File: config.mk
export PLATFORM = sky130hd
export DESIGN_NAME = mem_port_arbiter
export DESIGN_NICKNAME = d
export VERILOG_FILES = /design/src/rtl/mem_arb_pkg.sv /design/src/rtl/mem_arb_pick.sv /design/src/rtl/mem_port_arbiter.sv
export SDC_FILE = /design/constraint.sdc
export NUM_CORES = 1
export LEC_CHECK = 0
export CORE_MARGIN = 4
export CORE_UTILIZATION = 37
export CTS_BUF_LIST = sky130_fd_sc_hd__clkbuf_4
export DETAILED_ROUTE_END_ITERATION = 8
export PLACE_DENSITY = 0.89
export REMOVE_ABC_BUFFERS = 1
export SKIP_CTS_REPAIR_TIMING = 1
export SLEW_MARGIN = 20
export SYNTH_ARGS = -nofsm -noshare
export SYNTH_HDL_FRONTEND = slang
export SYNTH_SLANG_ARGS = --single-unit
File: constraint.sdc
create_clock -name clk -period 1.4 [get_ports clk]
set_input_delay 0.21 -clock clk [delete_from_list [all_inputs] [get_ports clk]]
set_output_delay 0.21 -clock clk [all_outputs]
set_load 0.005 [all_outputs]
File: src/rtl/mem_arb_pkg.sv
// rtl/mem_arb_pkg.sv - shared types, widths and helpers for the memory port arbiter
package mem_arb_pkg;

  localparam int unsigned ADDR_W_DEF       = 32;
  localparam int unsigned DATA_W_DEF       = 32;
  localparam int unsigned STARVE_LIMIT_DEF = 4;
  localparam int unsigned STARVE_CNT_W     = 3;

  typedef enum logic [1:0] {
    IDLE    = 2'd0,
    BUSY_IF = 2'd1,
    BUSY_D  = 2'd2
  } arb_state_e;

  typedef enum logic [1:0] {
    OWN_NONE = 2'd0,
    OWN_IF   = 2'd1,
    OWN_D    = 2'd2
  } arb_owner_e;

  // The owner of the memory is implied by the state; kept as a helper so the
  // datapath reads in terms of who the response belongs to.
  function automatic arb_owner_e state_owner(arb_state_e s);
    case (s)
      BUSY_IF: return OWN_IF;
      BUSY_D:  return OWN_D;
      default: return OWN_NONE;
    endcase
  endfunction

endpackage

File: src/rtl/mem_arb_pick.sv
// rtl/mem_arb_pick.sv - combinational grant selection: data priority with optional IF starvation override
module mem_arb_pick
  import mem_arb_pkg::*;
#(
  parameter int unsigned STARVE_LIMIT = STARVE_LIMIT_DEF
) (
  input  logic                    window_i,
  input  logic                    if_req_i,
  input  logic                    d_req_i,
  input  logic [STARVE_CNT_W-1:0] starve_cnt_i,
  output logic                    if_gnt_o,
  output logic                    d_gnt_o
);

  logic if_first;

  // One-hot grant: data wins unless IF has waited through STARVE_LIMIT data
  // grants. A zero limit disables the override rather than forcing IF forever.
  always_comb begin
    if_first = (STARVE_LIMIT != 0) && (32'(starve_cnt_i) >= STARVE_LIMIT);
    d_gnt_o  = window_i & d_req_i & ~(if_first & if_req_i);
    if_gnt_o = window_i & if_req_i & ~d_gnt_o;
  end

endmodule

File: src/rtl/mem_port_arbiter.sv
// rtl/mem_port_arbiter.sv - IF/data arbiter for a single-port variable-latency memory (optional MEMARB_STARVE_GUARD_EN)
module mem_port_arbiter
  import mem_arb_pkg::*;
#(
  parameter int unsigned ADDR_W       = ADDR_W_DEF,
  parameter int unsigned DATA_W       = DATA_W_DEF,
  parameter int unsigned STARVE_LIMIT = STARVE_LIMIT_DEF
) (
  input  logic              clk,
  input  logic              rst,
  input  logic              if_req_i,
  input  logic [ADDR_W-1:0] if_addr_i,
  output logic              if_gnt_o,
  output logic              if_rvalid_o,
  output logic [DATA_W-1:0] if_rdata_o,
  input  logic              d_req_i,
  input  logic              d_we_i,
  input  logic [ADDR_W-1:0] d_addr_i,
  input  logic [DATA_W-1:0] d_wdata_i,
  output logic              d_gnt_o,
  output logic              d_rvalid_o,
  output logic [DATA_W-1:0] d_rdata_o,
  output logic              mem_req_o,
  output logic              mem_we_o,
  output logic [ADDR_W-1:0] mem_addr_o,
  output logic [DATA_W-1:0] mem_wdata_o,
  input  logic              mem_ready_i,
  input  logic [DATA_W-1:0] mem_rdata_i,
  output logic              busy_o
);

  arb_state_e              state_q, state_d;
  arb_owner_e              owner;
  logic                    window;
  logic                    complete;
  logic                    if_gnt, d_gnt;
  logic [STARVE_CNT_W-1:0] starve_cnt;

  logic              mem_req_q, mem_req_d;
  logic              mem_we_q, mem_we_d;
  logic [ADDR_W-1:0] mem_addr_q, mem_addr_d;
  logic [DATA_W-1:0] mem_wdata_q, mem_wdata_d;
  logic              if_rvalid_q, if_rvalid_d;
  logic [DATA_W-1:0] if_rdata_q, if_rdata_d;
  logic              d_rvalid_q, d_rvalid_d;
  logic [DATA_W-1:0] d_rdata_q, d_rdata_d;

  // A ready seen without an outstanding request is ignored.
  assign complete = mem_req_q & mem_ready_i;

  mem_arb_pick #(
    .STARVE_LIMIT(STARVE_LIMIT)
  ) u_pick (
    .window_i    (window),
    .if_req_i    (if_req_i),
    .d_req_i     (d_req_i),
    .starve_cnt_i(starve_cnt),
    .if_gnt_o    (if_gnt),
    .d_gnt_o     (d_gnt)
  );

`ifdef MEMARB_STARVE_GUARD_EN
  logic [STARVE_CNT_W-1:0] starve_cnt_q, starve_cnt_d;

  // Count data grants that IF sat through; any IF grant or IF idling clears it.
  always_comb begin
    starve_cnt_d = starve_cnt_q;
    if (!if_req_i || if_gnt) begin
      starve_cnt_d = '0;
    end else if (d_gnt && (starve_cnt_q != '1)) begin
      starve_cnt_d = starve_cnt_q + 1'b1;
    end
  end

  // Starvation counter register.
  always_ff @(posedge clk) begin
    if (rst) begin
      starve_cnt_q <= '0;
    end else begin
      starve_cnt_q <= starve_cnt_d;
    end
  end

  assign starve_cnt = starve_cnt_q;
`else
  assign starve_cnt = '0;
`endif

  // State register.
  always_ff @(posedge clk) begin
    if (rst) begin
      state_q <= IDLE;
    end else begin
      state_q <= state_d;
    end
  end

  // Next state: a grant always moves ownership; a completion without a
  // follow-on grant returns to IDLE.
  always_comb begin
    state_d = state_q;
    if (d_gnt) begin
      state_d = BUSY_D;
    end else if (if_gnt) begin
      state_d = BUSY_IF;
    end else if (complete) begin
      state_d = IDLE;
    end
  end

  // FSM outputs: grant window, owner and busy flag.
  always_comb begin
    owner  = state_owner(state_q);
    window = (state_q == IDLE) | complete;
    busy_o = (state_q != IDLE);
  end

  // Memory issue and response next-state: latch the granted port, hold
  // everything while the access waits, route read data back to its owner.
  always_comb begin
    mem_req_d   = mem_req_q;
    mem_we_d    = mem_we_q;
    mem_addr_d  = mem_addr_q;
    mem_wdata_d = mem_wdata_q;
    if_rvalid_d = 1'b0;
    if_rdata_d  = if_rdata_q;
    d_rvalid_d  = 1'b0;
    d_rdata_d   = d_rdata_q;

    if (d_gnt) begin
      mem_req_d   = 1'b1;
      mem_we_d    = d_we_i;
      mem_addr_d  = d_addr_i;
      mem_wdata_d = d_wdata_i;
    end else if (if_gnt) begin
      mem_req_d   = 1'b1;
      mem_we_d    = 1'b0;
      mem_addr_d  = if_addr_i;
      mem_wdata_d = '0;
    end else if (complete) begin
      mem_req_d   = 1'b0;
    end

    if (complete) begin
      if (owner == OWN_IF) begin
        if_rvalid_d = 1'b1;
        if_rdata_d  = mem_rdata_i;
      end else if (owner == OWN_D) begin
        d_rvalid_d  = 1'b1;
        d_rdata_d   = mem_we_q ? '0 : mem_rdata_i;
      end
    end
  end

  // Memory issue and response registers; reset abandons any access in flight.
  always_ff @(posedge clk) begin
    if (rst) begin
      mem_req_q   <= 1'b0;
      mem_we_q    <= 1'b0;
      mem_addr_q  <= '0;
      mem_wdata_q <= '0;
      if_rvalid_q <= 1'b0;
      if_rdata_q  <= '0;
      d_rvalid_q  <= 1'b0;
      d_rdata_q   <= '0;
    end else begin
      mem_req_q   <= mem_req_d;
      mem_we_q    <= mem_we_d;
      mem_addr_q  <= mem_addr_d;
      mem_wdata_q <= mem_wdata_d;
      if_rvalid_q <= if_rvalid_d;
      if_rdata_q  <= if_rdata_d;
      d_rvalid_q  <= d_rvalid_d;
      d_rdata_q   <= d_rdata_d;
    end
  end

  assign if_gnt_o    = if_gnt;
  assign d_gnt_o     = d_gnt;
  assign mem_req_o   = mem_req_q;
  assign mem_we_o    = mem_we_q;
  assign mem_addr_o  = mem_addr_q;
  assign mem_wdata_o = mem_wdata_q;
  assign if_rvalid_o = if_rvalid_q;
  assign if_rdata_o  = if_rdata_q;
  assign d_rvalid_o  = d_rvalid_q;
  assign d_rdata_o   = d_rdata_q;

endmodule

== Word-level counts from Yosys, hierarchy flattened ==
Index checks and enable logic that the tools add are counted.

* Flip-flop bits (word level): 134
* Latch bits: 0
* RAM bits: 0
* ROM bits: 0
* Input bits: 134
* Output and inout port bits: 135
* Memories kept: 0

* $add $sub $neg: 0
* $mul: 0
* Div/mod/pow operators: 0
* $lt $le $gt $ge: 0
* Eq/ne operators: 4
* Shift-type cells: 0
* Muxes and demuxes: 16
* Bitwise gates (word level): 8
* Reduce and logical (&&, ||, !) cells: 10

{| class="wikitable"
|+ Operator list
! cell !! number
|-
| $mux 32 || 5
|-
| $mux 1 || 7
|-
| $mux 2 || 3
|-
| $reduce_bool 2->1 || 3
|-
| $and 1x1->1 || 4
|-
| $eq 2x1->1 const B || 2
|-
| $eq 2x2->1 const B || 2
|-
| $pmux 2 s2 || 1
|-
| $reduce_or 2->1 || 2
|-
| $not 1->1 || 3
|-
| $reduce_and 3->1 || 1
|-
| $reduce_bool 3->1 || 1
|-
| $reduce_or 3->1 || 1
|-
| $logic_not 2->1 || 1
|-
| $reduce_and 2->1 || 1
|-
| $or 1x1->1 || 1
|}

== Longest topological paths before layout ==
* Word-level depth: 7
* Mapped depth: 6
* Gate-level depth less buffers: 3

== By module ==
Synthesis repeated with hierarchy kept, for this count alone.

* Cell total of the unflattened synthesis: 593
* Area, all modules: 5167.5 µm²

{| class="wikitable"
|+ By module, submodules not included
! module !! instances !! cells an instance !! area an instance (µm²)
|-
| mem_port_arbiter || 1 || 588 || 5146.2
|-
| mem_arb_pick || 1 || 5 || 21.3
|}

== Least setup slack after synthesis ==
OpenSTA, ideal clock, no wires.

* Path type: register -> register
* Start: reg mem_req_q (netlist: mem_req_o)
* End: reg mem_addr_q[10] (netlist: mem_addr_o[10])
* Setup time: 119 ps
* Data arrival time: 1311 ps
* Required time: 1281 ps
* Path slack: -30 ps
* Cell stages (with the launch flop): 6
* Path buffers: 2
* Cells stage by stage: dfxtp_1 buf_2 o2bb2ai_2 nand2_1 clkbuf_1 o221a_2

* Cells in the longest elaborated chain, start to end: 6

{| class="wikitable"
|+ RTL lines
! item !! RTL line !! RTL
|-
| from (decl) || mem_port_arbiter.sv:39 || <nowiki>logic mem_req_q, mem_req_d;</nowiki>
|-
| from (signal assigned) || mem_port_arbiter.sv:167 || <nowiki>mem_req_q <= mem_req_d;</nowiki>
|-
| $and 1x1->1 (*) || mem_port_arbiter.sv:49 || <nowiki>assign complete = mem_req_q & mem_ready_i;</nowiki>
|-
| $or 1x1->1 (*) || mem_port_arbiter.sv:114 || <nowiki>window = (state_q == IDLE) | complete;</nowiki>
|-
| $and 1x1->1 || mem_arb_pick.sv:21 || <nowiki>d_gnt_o = window_i & d_req_i & ~(if_first & if_req_i);</nowiki>
|-
| $not 1->1 || mem_arb_pick.sv:22 || <nowiki>if_gnt_o = window_i & if_req_i & ~d_gnt_o;</nowiki>
|-
| $and 1x1->1 || mem_arb_pick.sv:22 ||
|-
| $reduce_bool 2->1 (no source line) || - ||
|-
| to (signal assigned) || mem_port_arbiter.sv:169 || <nowiki>mem_addr_q <= mem_addr_d;</nowiki>
|-
| to (decl) || mem_port_arbiter.sv:41 || <nowiki>logic [ADDR_W-1:0] mem_addr_q, mem_addr_d;</nowiki>
|}

Mark *: on every way between the ends. The rest lies on a longest branch, timed or not.
A chain may end at the register's enable or synchronous reset.

== Worst setup path in the final report ==
* Start: reg state_q[1]
* End: reg d_rdata_q[19] (netlist: d_rdata_o[19])

* Cells in the longest elaborated chain, start to end: 5

{| class="wikitable"
|+ RTL lines
! item !! RTL line !! RTL
|-
| from (decl) || mem_port_arbiter.sv:32 || <nowiki>arb_state_e state_q, state_d;</nowiki>
|-
| from (signal assigned) || mem_port_arbiter.sv:94 || <nowiki>state_q <= state_d;</nowiki>
|-
| $eq 2x2->1 or $eq 2x1->1 (tied branches) || mem_arb_pkg.sv:24 || <nowiki>case (s)</nowiki>
|-
| $pmux 2 s2 (*) || mem_arb_pkg.sv:24 ||
|-
| $eq 2x1->1 || mem_port_arbiter.sv:145 || <nowiki>if (owner == OWN_IF) begin</nowiki>
|-
| $not 1->1 (no source line) || - ||
|-
| $reduce_and 3->1 (no source line) (*) || - ||
|-
| to (signal assigned) || mem_port_arbiter.sv:174 || <nowiki>d_rdata_q <= d_rdata_d;</nowiki>
|-
| to (decl) || mem_port_arbiter.sv:46 || <nowiki>logic [DATA_W-1:0] d_rdata_q, d_rdata_d;</nowiki>
|}

Marks and branches as above.

==> summary.txt <==
Critical path
  – FF-to-FF setup slack: -0.23 ns
  – CP arrival: between 2 and 2.5 ns
  – Worst-path fanout max: 8
  – Worst setup EP type: register
  – CP Launch Type: register
  – CP Data Required Time: 1.89 ns
  – Critical path class: reg2reg

Floorplanning
  – Area of the die: ~16000 µm²
  – Die Wd: between 100 and 150 µm
  – Core Rows: 42
  – Die Ht: 126 µm
  – CORE AREA: between 10000 and 15000 µm²
  – Ports: between 200 and 300
  – Effective utilization at floorplan: slightly below 40%

Clock network
  – Max Buffers Root-to-Sink: 2
  – Clock latency on the worst-skew pair: 0.55 ns
  – TritonCTS Buffers: 17
  – CTS root buf: clkbuf_4
  – Reg clk slew, reported paths: approximately 0.13 ns
  – CTS tree: done
  – Sink Count: between 100 and 150
  – H-tree levels: 4

Cells and area
  – Final Cell Area: about 9600 µm²
  – Final Net Count: ~990
  – Layout cells sized above 1: a little over a third
  – Finished Core Util: a little under three quarters
  – Synthesis-to-finish area growth: 86.8%

Drt
  – Number of routed nets with antenna violations: 0
  – Starting DRT DRC Count: 410
  – DR pass1 iterations: 6
  – WL per Instance: 21.0 µm
  – Via Count: between 5000 and 6000
  – Remaining DRCs: 0
  – Vias per cell: about 5.6
  – Post-Route WL: 22.0 mm

Logic synthesis
  – Post-synth ARST share: 0%
  – Yosys top cell by area: dfxtp_1
  – Cells after Synth: around 570
  – Number of synthesized register bits: ~130
  – Synth Cell Area: around 5200 µm²
  – Post-synth EDFFs: 0
  – Synth Area per Inst: about 9 µm²
  – Top-area cell type share of the netlist area: 51.9%
  – Yosys warning count: 0
  – Netlist cell types: 29
  – Top cells by area, synth: dfxtp_1 52%, o221a_2 6.8%, a21oi_1 6.5%
  – Top_reg_cell synth: dfxtp_1
  – Sequential element share of the synthesized area: slightly above 50%

STA
  – Setup WS post-layout: -0.235 ns
  – Final setup fails: 86
  – Normalized max-slew margin: just over 70%
  – Final Max Tran Viols: 0
  – Max Clk Rate: between 0.6 and 0.7 GHz
  – Crit share post-route: 117%
  – Tmin final: ~1.6 ns
  – Actual slew at the worst max-slew pin: a little over 0.4 ns
  – Unrepaired setup endpoints after global routing: true
  – Hold Slack: -0.00691 ns
  – Hold violation total from the final report: 1
  – Setup Skew: between 0.02 and 0.025 ns

Run status
  – Violated checks: negative hold slack, negative setup slack
  – Status: finished, violations left

Pwr
  – Peak supply drop: 0.670 mV
  – PwrDens: 948 nW/µm²
  – LEAKAGE: ~5.6 nW

Run
  – Total of max-cap violations: 0

Placement
  – Routability Congestion: a little under 0.8
  – DP HPWL: around 13 mm
  – DP Area: approximately 8100 µm²
  – Place WS: -0.425 ns
  – Port Buffers: roughly 270

Global routing
  – Grt total ovfl: 0
  – Antenna violations before repair: 1
  – Total track usage: a little over a fifth
  – Largest net degree at the start of global routing: between 50 and 60
  – First-pass GRT wire length: around 28 mm
  – Vias in the first global route: 5428

Worst hold path
  – Hold crit path type: in2reg
-- layout make-up --
type	instances	area, µm²
Fill cell	897	3800
Timing Repair Buffer	326	3720
Clock inverter	14	151
Antenna cell	2	5.00
Tap cell	176	220
Multi-Input combinational cell	345	2460
Sequential cell	134	2820
Clock buffer	18	135
Inverter	35	131
-- worst max-delay path, stage by stage, from the launching register on --
cell and delay (ns):
dfxtp_4 0.39, buf_6 0.12, or3b_4 0.40, nor3_4 0.23, buf_12 0.15, clkbuf_16 0.15
a22o_1 0.15
-- power breakdown --
part | internal [mW] | total, mW | switching [mW]
combinational | 1.27 | 2.26 | 0.993
sequential | 4.06 | 4.23 | 0.165
clock | 1.10 | 2.66 | 1.56
-- final timing paths --
check                              startpoint                          end  cells after the start
setup / recovery      state_q[1]$_SDFFE_PP0P_   d_rdata_o[19]$_SDFFE_PP0P_                      6
hold / removal                            rst        d_rvalid_o$_SDFF_PP0_                      3
setup reg to reg      state_q[1]$_SDFFE_PP0P_   d_rdata_o[19]$_SDFFE_PP0P_                      6
hold reg to reg   mem_wdata_o[8]$_SDFFE_PP0P_  mem_wdata_o[8]$_SDFFE_PP0P_                      2
-- per-stage QoR --
| stage | std cells | setup TNS [ns] | power [mW] |
|---|---|---|---|
| after floorplan | 514 | -150.18 | 4.80 |
| after global placement | 987 | -30.02 | 6.03 |
| after detailed placement | 987 | -38.09 | 6.08 |
| after CTS | 1019 | -46.31 | 8.73 |
| after global routing | 1050 | -17.76 | 9.53 |
| final | 1050 | -12.00 | 9.15 |
-- cells in the mapped netlist, drive strengths merged (4+ instances only) --
| cell | count |
|---|---|
| a211oi | 32 |
| a21oi | 67 |
| a22o | 32 |
| buf | 19 |
| clkbuf | 39 |
| dfxtp | 134 |
| inv | 35 |
| nand2 | 67 |
| nand3 | 33 |
| nor2 | 4 |
| nor3 | 33 |
| o21ai | 34 |
| o221a | 32 |
-- registers in the layout, indices dropped and copies added (netlist names) --
register,cells
mem_addr_o,32
d_rdata_o,32
mem_req_o,1
d_rvalid_o,1
mem_wdata_o,32
if_rdata_o,32
mem_we_o,1
if_rvalid_o,1
state_q,2
-- per-layer routing --
layer | share of wire, % | vias up | GRT usage (%)
met5 | 0 | - | 0
met4 | 2.9 | 0 | 8.77
met3 | 9.6 | 57 | 8.93
met2 | 49 | 364 | 35.7
met1 | 38 | 2797 | 25.7
li1 | - | 2654 | -
-- cells by family after synthesis --
logic type / Yosys count / synth area share (%)
AOI/OAI and AO/OA: 202 / 27.8
DFF: 134 / 51.9
and+or+nand+nor: 143 / 12.7
buffers and inverters: 93 / 7.60
-- placed cells by master, fill, tap and decap left out, types with 7 or more instances in the layout --
cell type,netlist,layout
a211oi_2,0,32
a21oi_1,67,60
a21oi_2,0,7
a22o_1,32,32
buf_12,0,9
buf_4,0,30
buf_6,3,10
clkbuf_4,0,18
clkdlybuf4s50_1,0,131
dfxtp_1,134,30
dfxtp_2,0,100
dlymetal6s2s_1,0,131
inv_1,35,34
nand2_1,67,65
nand3_1,33,33
nor3_1,32,32
o21ai_2,0,29
o221a_2,31,31
No activity file was read; power rests on OpenSTA's default activity.
